File: src/rtl/word_demux3.sv
// Three-way word demultiplexer: each destination is a one-entry holding slot with
// valid/ready handshake and a wrapping delivery counter.
module word_demux3 #(
  parameter int unsigned WIDTH = 3,
  parameter int unsigned CNT_W = 8
) (
  input  logic             clk,
  input  logic             rst,
  input  logic [WIDTH-1:0] din,
  input  logic             c1,
  input  logic             c2,
  input  logic             in_valid,
  output logic             in_ready,
  output logic [WIDTH-1:0] w1,
  output logic [WIDTH-1:0] w2,
  output logic [WIDTH-1:0] w3,
  output logic             v1,
  output logic             v2,
  output logic             v3,
  input  logic             r1,
  input  logic             r2,
  input  logic             r3,
  output logic [CNT_W-1:0] n1,
  output logic [CNT_W-1:0] n2,
  output logic [CNT_W-1:0] n3
);

  logic [2:0]                       sel;
  logic [2:0]                       r_vec;
  logic                             acc;
  logic [2:0]                       v_q, v_d;
  logic [2:0][WIDTH-1:0]            w_q, w_d;
  logic [2:0][CNT_W-1:0]            n_q, n_d;

  assign r_vec = {r3, r2, r1};

  // c2 has priority and selects slot 0 (w1) regardless of c1.
  always_comb begin
    sel = 3'b000;
    if (c2) begin
      sel = 3'b001;
    end else if (c1) begin
      sel = 3'b100;
    end else begin
      sel = 3'b010;
    end
  end

  // A slot can take a word if it is empty or is being drained on this same edge.
  assign in_ready = |(sel & (~v_q | r_vec));
  assign acc      = in_valid & in_ready;

  always_comb begin
    v_d = v_q;
    w_d = w_q;
    n_d = n_q;
    for (int k = 0; k < 3; k++) begin
      v_d[k] = (acc & sel[k]) | (v_q[k] & ~r_vec[k]);
      if (acc && sel[k]) begin
        w_d[k] = din;
      end
      if (v_q[k] && r_vec[k]) begin
        n_d[k] = n_q[k] + CNT_W'(1);
      end
    end
  end

  always_ff @(posedge clk) begin
    if (rst) begin
      v_q <= '0;
      w_q <= '0;
      n_q <= '0;
    end else begin
      v_q <= v_d;
      w_q <= w_d;
      n_q <= n_d;
    end
  end

  assign v1 = v_q[0];
  assign v2 = v_q[1];
  assign v3 = v_q[2];
  assign w1 = w_q[0];
  assign w2 = w_q[1];
  assign w3 = w_q[2];
  assign n1 = n_q[0];
  assign n2 = n_q[1];
  assign n3 = n_q[2];

endmodule

File: config.mk
export PLATFORM = sky130hd
export DESIGN_NAME = word_demux3
export DESIGN_NICKNAME = d
export VERILOG_FILES = /design/src/rtl/word_demux3.sv
export SDC_FILE = /design/constraint.sdc
export NUM_CORES = 1
export LEC_CHECK = 0
export CELL_PAD_IN_SITES_DETAIL_PLACEMENT = 2
export CELL_PAD_IN_SITES_GLOBAL_PLACEMENT = 2
export CORE_ASPECT_RATIO = 1.4
export CORE_MARGIN = 2
export CORE_UTILIZATION = 28
export CTS_BUF_LIST = sky130_fd_sc_hd__clkbuf_16
export DETAILED_ROUTE_END_ITERATION = 6
export PLACE_DENSITY_LB_ADDON = 0.1
export SLEW_MARGIN = 10
export SYNTH_ARGS = -nofsm -noshare
export SYNTH_HDL_FRONTEND = slang
export SYNTH_SLANG_ARGS = --single-unit
export TNS_END_PERCENT = 5
File: constraint.sdc
create_clock -name clk -period 2.05 [get_ports clk]
set_input_delay 0.5125 -clock clk [delete_from_list [all_inputs] [get_ports clk]]
set_output_delay 0.5125 -clock clk [all_outputs]
set_load 0.1 [all_outputs]
After elaboration in Yosys (flattened, before gate mapping). Index checks and enable logic that the tools add are counted.

Flip-flop bits (word level): 36. Bits of input ports: 11. Output and inout port bits: 37. Logic and storage cells: 35.

Add/sub/neg operators: 3. Muxes and demuxes: 2. Bitwise logic cells: 16. Reduce and logical (&&, ||, !) cells: 7.

Operators by type and width (number): adder 8 x 1 -> 8 bit (second input constant) (3); AND 1 bit (7); logical AND 1 bit (6); two-way mux 3 bit (2); AND 3 bit (1); inverter 1 bit (3); inverter 3 bit (1); bitwise OR 1 bit (3); bitwise OR 3 bit (1); OR reduction 3 bit (1).

Depth between registers and ports, before layout. Gate-level depths: netlist of the first run.

Word-level depth: 7. Gate-level depth with buffers: 4. Gate-level depth less buffers: 4.

Worst setup path before layout of the first run. No wires, ideal clock.

Kind: register -> output. Start point: register v_q[1]. End point: output in_ready. Data arrival time: 3.194 ns. Data required time: 1.537 ns. Slack: -1.657 ns. Cell stages (with the launch flop): 4. Path buffers: 0. Cells stage by stage: dfxtp_1 > nand2b_1 > mux2i_1 > o21ai_0.

Word-level cells in the longest chain between the ends: 4.

RTL lines: from (decl) (line 31) `logic [2:0] v_q, v_d;`; from (signal assigned) (line 74) `v_q <= v_d;`; inverter 3 bit (line 50) `assign in_ready = |(sel & (~v_q | r_vec));`; bitwise OR 3 bit (line 50); AND 3 bit (line 50); OR reduction 3 bit (line 50); to (decl) (line 13) `output logic in_ready,`.

Every way passes these cells.

Worst setup path in the final report of the first run.
Start point: input c2. End point: output in_ready.

Word-level cells in the longest chain between the ends: 3.

RTL lines: from (decl) (line 11) `input logic c2,`; two-way mux 3 bit (line 40) `if (c2) begin`; AND 3 bit (line 50); OR reduction 3 bit (line 50).

Every way passes these cells.

==> results of run 1 <==
power groups by stage:
| stage | combinational, mW | sequential (mW) | clock, mW |
|---|---|---|---|
| after global placement | 0.216 | 0.741 | 0 |
| after floorplan | 0.0505 | 0.819 | 0 |
| after detailed placement | 0.222 | 0.742 | 0 |
| after CTS | 0.228 | 0.728 | 0.727 |
| final | 0.228 | 0.728 | 0.719 |
| after global routing | 0.238 | 0.730 | 0.774 |
area by class of cell:
cell class              count  area, sq um
repair buffers             57          714
clock buffers               5          125
multi-input cells         135          847
well taps                  68         85.1
clock inverters             3         11.3
flip-flops and latches     36          727
inverters                   5         18.8
fillers                   616         2920
synthesized netlist by cell type (all sizes together):
master	number
or4	6
and3b	1
o21ai	19
or3	9
nor2	6
or3b	1
a21oi	30
xor2	4
ha	3
xnor2	2
or2b	2
nand2b	1
and2b	2
clkbuf	5
nand2	11
nor3b	1
nand3b	1
nand3	18
nand4	10
o31ai	6
inv	5
nor2b	1
mux2i	1
dfxtp	36
state kept, by name, indices dropped and copies added (netlist names):
name  cells
w1        3
n2        8
w3        3
n3        8
v_q       3
n1        8
w2        3
routing by layer:
metal  up-vias  global-route usage [%]
li1        784                       -
met1       810                    19.3
met2        32                    35.1
met3         6                    3.40
met4         0                    5.10
met5         -                       0
what timing repair did:
action,in CTS,in global routing
gates resized for setup,10,2
pin swaps,1,0
setup buffers,2,0
setup endpoints to repair,1,1
through the flow:
| step | hold slack, ns | instances | instance area, sq um | power, mW | setup WS, ns |
|---|---|---|---|---|---|
| 2_1_floorplan | 0.660 | 181 | 1580 | 0.870 | 0.0125 |
| 3_3_place_gp | 0.464 | 299 | 2350 | 0.957 | -0.212 |
| 3_5_place_dp | 0.481 | 299 | 2350 | 0.964 | -0.227 |
| 4_1_cts | 0.492 | 309 | 2520 | 1.68 | 0.0201 |
| 5_1_grt | 0.513 | 309 | 2530 | 1.74 | 0.0172 |
| 6_report | 0.493 | 309 | 2530 | 1.67 | 0.0610 |
critical path, cell delays in order:
cell and delay [ns]:
clkdlybuf4s50_1 0.62, nand2_4 0.08, o21ai_4 0.07, buf_12 0.19
worst paths after layout:
check	startpoint	to	slack [ns]	cells after the start
min	w1[1]	w1[1]	0.49	2
max	c2	in_ready	0.06	4
max reg2reg	n2[2]	n2[7]	0.57	3
min reg2reg	w1[1]	w1[1]	0.49	2
logic make-up after synthesis:
kind of cell | count (synthesis) | share of synthesized area, %
flops | 36 | 46.2
fa+ha+maj | 3 | 2.40
compound gates | 55 | 18.6
xor+xnor | 6 | 3.37
mux | 1 | 0.641
buf+inv | 10 | 2.40
simple gates | 70 | 26.4
==> parameters.txt, run 1 <==
Parameter                              Value

Outcome
  Run status ... complete, no violations

Setup path
  Category of the worst setup path launch point ... input port
  Required time of the worst setup path ... roughly 1.5 ns
  Signal arrival time at the worst endpoint ... approximately 1.5 ns
  Largest fanout on the critical path ... 4
  Kind of end point of the critical path ... output port
  Path type of the worst setup path ... in2out

Finish
  Net total in the final layout ... 254
  Synthesis-to-layout area growth ... 61.9%
  Share of the core filled with cells ... between 40 and 50%
  Most common cell after layout, fill and taps aside ... dfxtp_1
  Commonest cells after routing, fill and taps aside ... dfxtp_1, a21oi_1, buf_4, buf_12
  Fraction of final layout cells with drive strength greater than 1 ... approximately 28%
  # diodes ... 0

Placed design
  Detailed-placement wirelength estimate ... approximately 3.9 mm
  Number of buffers inserted by port buffering ... 47
  Placer congestion estimate ... 0.675

Logic synthesis
  Post-synthesis instance area ... 1560 sq um
  Total nets after synthesis ... between 150 and 200
  Synth Warn # ... 0
  Cells after synthesis ... 181
  Cells taking the most area after synthesis ... dfxtp_1, a21oi_1, o21ai_0, nand3_1, nand4_1
  Count of state elements after synthesis ... 36
  Fraction of post-synthesis cell area in the top cell type by area ... around 46%
  Synth unique cells ... 26
  Leading area contributor after synthesis ... dfxtp_1
  Sequential element share of the synthesized area ... 46.2%
  Per-instance average area after synthesis ... 8.63 sq um

Clock tree
  Clock tree from TritonCTS ... yes
  Clock root buffer ... clkbuf_16
  TritonCTS buffer count ... 5
  Number of buffers on the longest clock path ... 2
  Number of sinks on the clock net ... 36
  Number of buffers added to fix hold violations after cts ... 0
  Later-pin clock latency in the skew report ... 0.28 ns
  Clock slew at the register clock pins of the worst setup and hold paths ... roughly 0.05 ns
  Level count of the clock H-tree ... 2

Power and ir drop
  Reported net switching power ... 451 uW
  Switching power as a share of total power ... ~27%
  Sequential fraction of design power ... a little over two fifths
  Clock Power Share ... between 40% and 50%
  Ratio of total power to cell area ... ~660 nW/um^2
  Share of total power in combinational logic ... 13.6%
  Largest vdd supply drop ... a little over 400 uV
  Reported leakage power ... ~0.93 nW
  Internal cell power ... ~1.2 mW

STA
  Hold Vio Cnt, Final ... 0
  Fin Setup TNS ... 0 ns
  Setup clock skew after layout ... between 0.003 and 0.004 ns
  Fmax achieved ... between 500 and 600 MHz
  Setup violators final ... 0
  Slew @ Worst Pin ... approximately 0.40 ns
  Final Max Tran Viols ... 0
  Setup repair after global routing missed its margin ... no
  Relative slew slack ... between 70% and 80%
  Period Utilization, post-route ... approximately 97%
  Crit path time final ... roughly 2.0 ns

Floorplanning
  Die extent in y ... 92.4 microns
  Cell row count ... 32
  DIE AREA ... a little over 6000 sq um
  Number of placed I/O pins ... 48
  Die outline width ... roughly 67 microns
  Core region area ... between 5000 and 6000 sq um
  Effective utilization at floorplan ... 28.7%

Routing
  Highest routing layer actually used ... met4
  Vias per cell ... 5.28
  Wire length on met1 ... 2.04 mm
  Detailed Route WL ... between 5 and 6 mm
  Average detailed-routed wire length per instance ... around 17 microns
  Routed wire length on met2 ... between 3 and 4 mm
  Iteration-0 DRC Markers ... 31
  1st-pass router iterations ... 3
  Count of antenna-violating nets left after detailed routing ... 0
  Amount of wire on met3 after detailed routing ... approximately 180 microns
  Vias after detailed routing ... between 1500 and 2000
  # DRC ... 0

GRT
  First-pass GRT wire length ... 8.69 mm
  Maximum number of pins on one net before global-route repair ... 37
  Total global routing track utilization ... a little under a fifth
  Total gr overflow ... 0
  Vias in the first global route ... about 1800
  Antenna violations before repair ... 0

Min path
  Hold Path Class ... reg2reg

Flow run
  Max-cap violation count ... 0
(Power assumes the default switching activity.)
==> inputs of run 2 (changes only) <==
--- a/config.mk
+++ b/config.mk
@@ -13,6 +13,7 @@
 export CTS_BUF_LIST = sky130_fd_sc_hd__clkbuf_16
 export DETAILED_ROUTE_END_ITERATION = 6
 export PLACE_DENSITY_LB_ADDON = 0.1
+export REMOVE_ABC_BUFFERS = 1
 export SLEW_MARGIN = 10
 export SYNTH_ARGS = -nofsm -noshare
 export SYNTH_HDL_FRONTEND = slang
==> run 2 against run 1 <==
  * Global-route usage barely moved
  * Register-to-register slack lost 0.04 ns
  * Total power about the same
  * First-iteration DRC count rose by 9.7%
  * Critical path depth up 1
  * Worst hold slack lost 0.0070 ns
  * Combinational power is 3% higher
  * Critical path type unchanged
  * Critical endpoint unchanged
==> parameters.txt, run 2 (synthesized netlist as in run 1, its figures left out) <==
Parameter                              Value

Power and ir drop
  Largest vdd supply drop ... 312 uV (was 403 uV)
  Reported net switching power ... 449 uW (was 451 uW)
  Switching power as a share of total power ... 26.8% (was 26.9%)
  Clock Power Share ... 42.8% (was 43.0%)
  Reported leakage power ... 0.934 nW (was 0.931 nW)
  Ratio of total power to cell area ... 666 nW/um^2 (was 662 nW/um^2)
  Final Power ... 1.67 mW (about the same)
  Share of total power in combinational logic ... 14.0% (was 13.6%)
  Internal cell power ... 1.22 mW (about the same)
  Sequential fraction of design power ... 43.1% (was 43.5%)

Clock tree
  Number of buffers added to fix hold violations after cts ... 0 (unchanged)
  TritonCTS buffer count ... 5 (unchanged)
  Clock tree from TritonCTS ... yes (unchanged)
  Clock slew at the register clock pins of the worst setup and hold paths ... 0.05 ns (about the same)
  Level count of the clock H-tree ... 2 (unchanged)
  Later-pin clock latency in the skew report ... 0.28 ns (about the same)
  Clock root buffer ... clkbuf_16 (unchanged)
  Number of buffers on the longest clock path ... 2 (unchanged)
  Number of sinks on the clock net ... 36 (unchanged)

Routing
  Vias per cell ... 5.33 (was 5.28)
  Vias after detailed routing ... 1663 (was 1632)
  Detailed Route WL ... 5.25 mm (was 5.36 mm)
  # DRC ... 0 (unchanged)
  Average detailed-routed wire length per instance ... 16.8 microns (was 17.3 microns)
  Count of antenna-violating nets left after detailed routing ... 0 (unchanged)
  1st-pass router iterations ... 4 (was 3)
  Iteration-0 DRC Markers ... 34 (was 31)

GRT
  Total global routing track utilization ... 18.3% (about the same)
  Global-route track usage on met1 ... 20.0% (was 19.3%)
  Total gr overflow ... 0 (unchanged)
  Met3 capacity usage during global routing ... 4.62% (was 3.40%)
  First-pass GRT wire length ... 8.78 mm (was 8.69 mm)
  Met2 demand-to-capacity share in global routing ... 33.5% (was 35.1%)
  Antenna violations before repair ... 0 (unchanged)
  Most crowded layer after global routing ... met2 (unchanged)
  Maximum number of pins on one net before global-route repair ... 37 (unchanged)
  Vias in the first global route ... 1847 (was 1769)

Finish
  Synthesis-to-layout area growth ... 61.1% (was 61.9%)
  Share of the core filled with cells ... 46.2% (was 46.4%)
  Commonest cells after routing, fill and taps aside ... dfxtp_1, buf_4, a21oi_1, buf_12 (was dfxtp_1, a21oi_1, buf_4, buf_12)
  Net total in the final layout ... 258 (was 254)
  Most common cell after layout, fill and taps aside ... dfxtp_1 (unchanged)
  Fraction of final layout cells with drive strength greater than 1 ... 28.3% (was 28.2%)
  # diodes ... 0 (unchanged)
  Fill cells ... 604 (was 616)

STA
  Setup violators final ... 0 (unchanged)
  Final Hold Slack ... 0.486 ns (was 0.493 ns)
  Slew @ Worst Pin ... 0.390 ns (was 0.399 ns)
  Fin Setup TNS ... 0 ns (unchanged)
  Hold Vio Cnt, Final ... 0 (unchanged)
  Setup repair after global routing missed its margin ... no (unchanged)
  Relative slew slack ... 74.0% (was 73.4%)
  Period Utilization, post-route ... 97.9% (was 97.0%)
  Fmax achieved ... 498 MHz (was 503 MHz)
  Setup clock skew after layout ... 0.00173 ns (was 0.00361 ns)
  Final Max Tran Viols ... 0 (unchanged)
  Crit path time final ... 2.01 ns (was 1.99 ns)

Setup path
  Path type of the worst setup path ... in2out (unchanged)
  Kind of end point of the critical path ... output port (unchanged)
  Signal arrival time at the worst endpoint ... 1.50 ns (was 1.48 ns)
  Required time of the worst setup path ... 1.54 ns (about the same)
  Worst setup path startpoint ... r3 (was c2)
  Largest fanout on the critical path ... 2 (was 4)
  Reg-to-reg critical path startpoint ... n2[0] (was n2[2])
  Category of the worst setup path launch point ... input port (unchanged)

Floorplanning
  Cell row count ... 32 (unchanged)
  Number of placed I/O pins ... 48 (unchanged)
  DIE AREA ... 6200 sq um (unchanged)
  Die outline width ... 67.1 microns (unchanged)
  Effective utilization at floorplan ... 28.7% (unchanged)
  Core region area ... 5450 sq um (unchanged)
  Die extent in y ... 92.4 microns (unchanged)

Placed design
  Placer congestion estimate ... 0.700 (was 0.675)
  Detailed-placement wirelength estimate ... 3.91 mm (was 3.87 mm)
  Number of buffers inserted by port buffering ... 47 (unchanged)

Flow run
  Max-cap violation count ... 0 (unchanged)

Outcome
  Run status ... complete, no violations (unchanged)

Min path
  Worst Min Path Start ... n2[7] (was w1[1])
  Hold Path Class ... reg2reg (unchanged)
==> run 2: area by class of cell <==
class                   instances  area (sq um)  area share [%]
repair buffers                 61           732            29.1
well taps                      68          85.1            3.38
clock buffers                   5           125            4.98
multi-input cells             135           826            32.8
flip-flops and latches         36           721            28.7
inverters                       5          18.8           0.746
clock inverters                 2          7.51           0.299
==> run 2: layer usage <==
layer / routed length [microns] / part of all wire (%)
met5: 0 / 0
met4: 70 / 1.3
met3: 231 / 4.4
met2: 2890 / 55
met1: 2060 / 39
==> run 2: metrics by stage <==
stage          worst slack (ns)  area (sq um)  cells
2_1_floorplan             -1.66          1540    176
3_3_place_gp             -0.339          2350    303
3_5_place_dp             -0.387          2350    303
4_1_cts                  0.0167          2510    312
5_1_grt                  0.0150          2510    312
6_report                 0.0424          2510    312
==> run 2: path summary, 6_finish.rpt <==
kind                            endpoint  slack [ns]  depth (start not counted)
worst max-delay path            in_ready        0.04                          5
worst min-delay path               n2[7]        0.49                          2
worst max register to register     n2[6]        0.53                          4
worst min register to register     n2[7]        0.49                          2
==> run 2: power groups by stage <==
| stage | Clock [mW] | Combinational [mW] | Sequential [mW] |
|---|---|---|---|
| final | 0.717 | 0.235 | 0.722 |
| after global routing | 0.767 | 0.247 | 0.723 |
| after CTS | 0.734 | 0.237 | 0.722 |
| after detailed placement | 0 | 0.232 | 0.737 |
| after global placement | 0 | 0.225 | 0.735 |
| after floorplan | 0 | 0.0367 | 0.820 |
==> run 2: critical path: stages <==
cell and delay, ns:
dlygate4sd2_1 0.25, or2b_4 0.26, mux2i_2 0.18, o21ai_2 0.12, buf_12 0.17
==> run 2: timing repair <==
item,in CTS,in global routing
setup endpoints to repair,1,1
buffers inserted,2,0
gates resized for setup,10,1
pin swaps,1,0
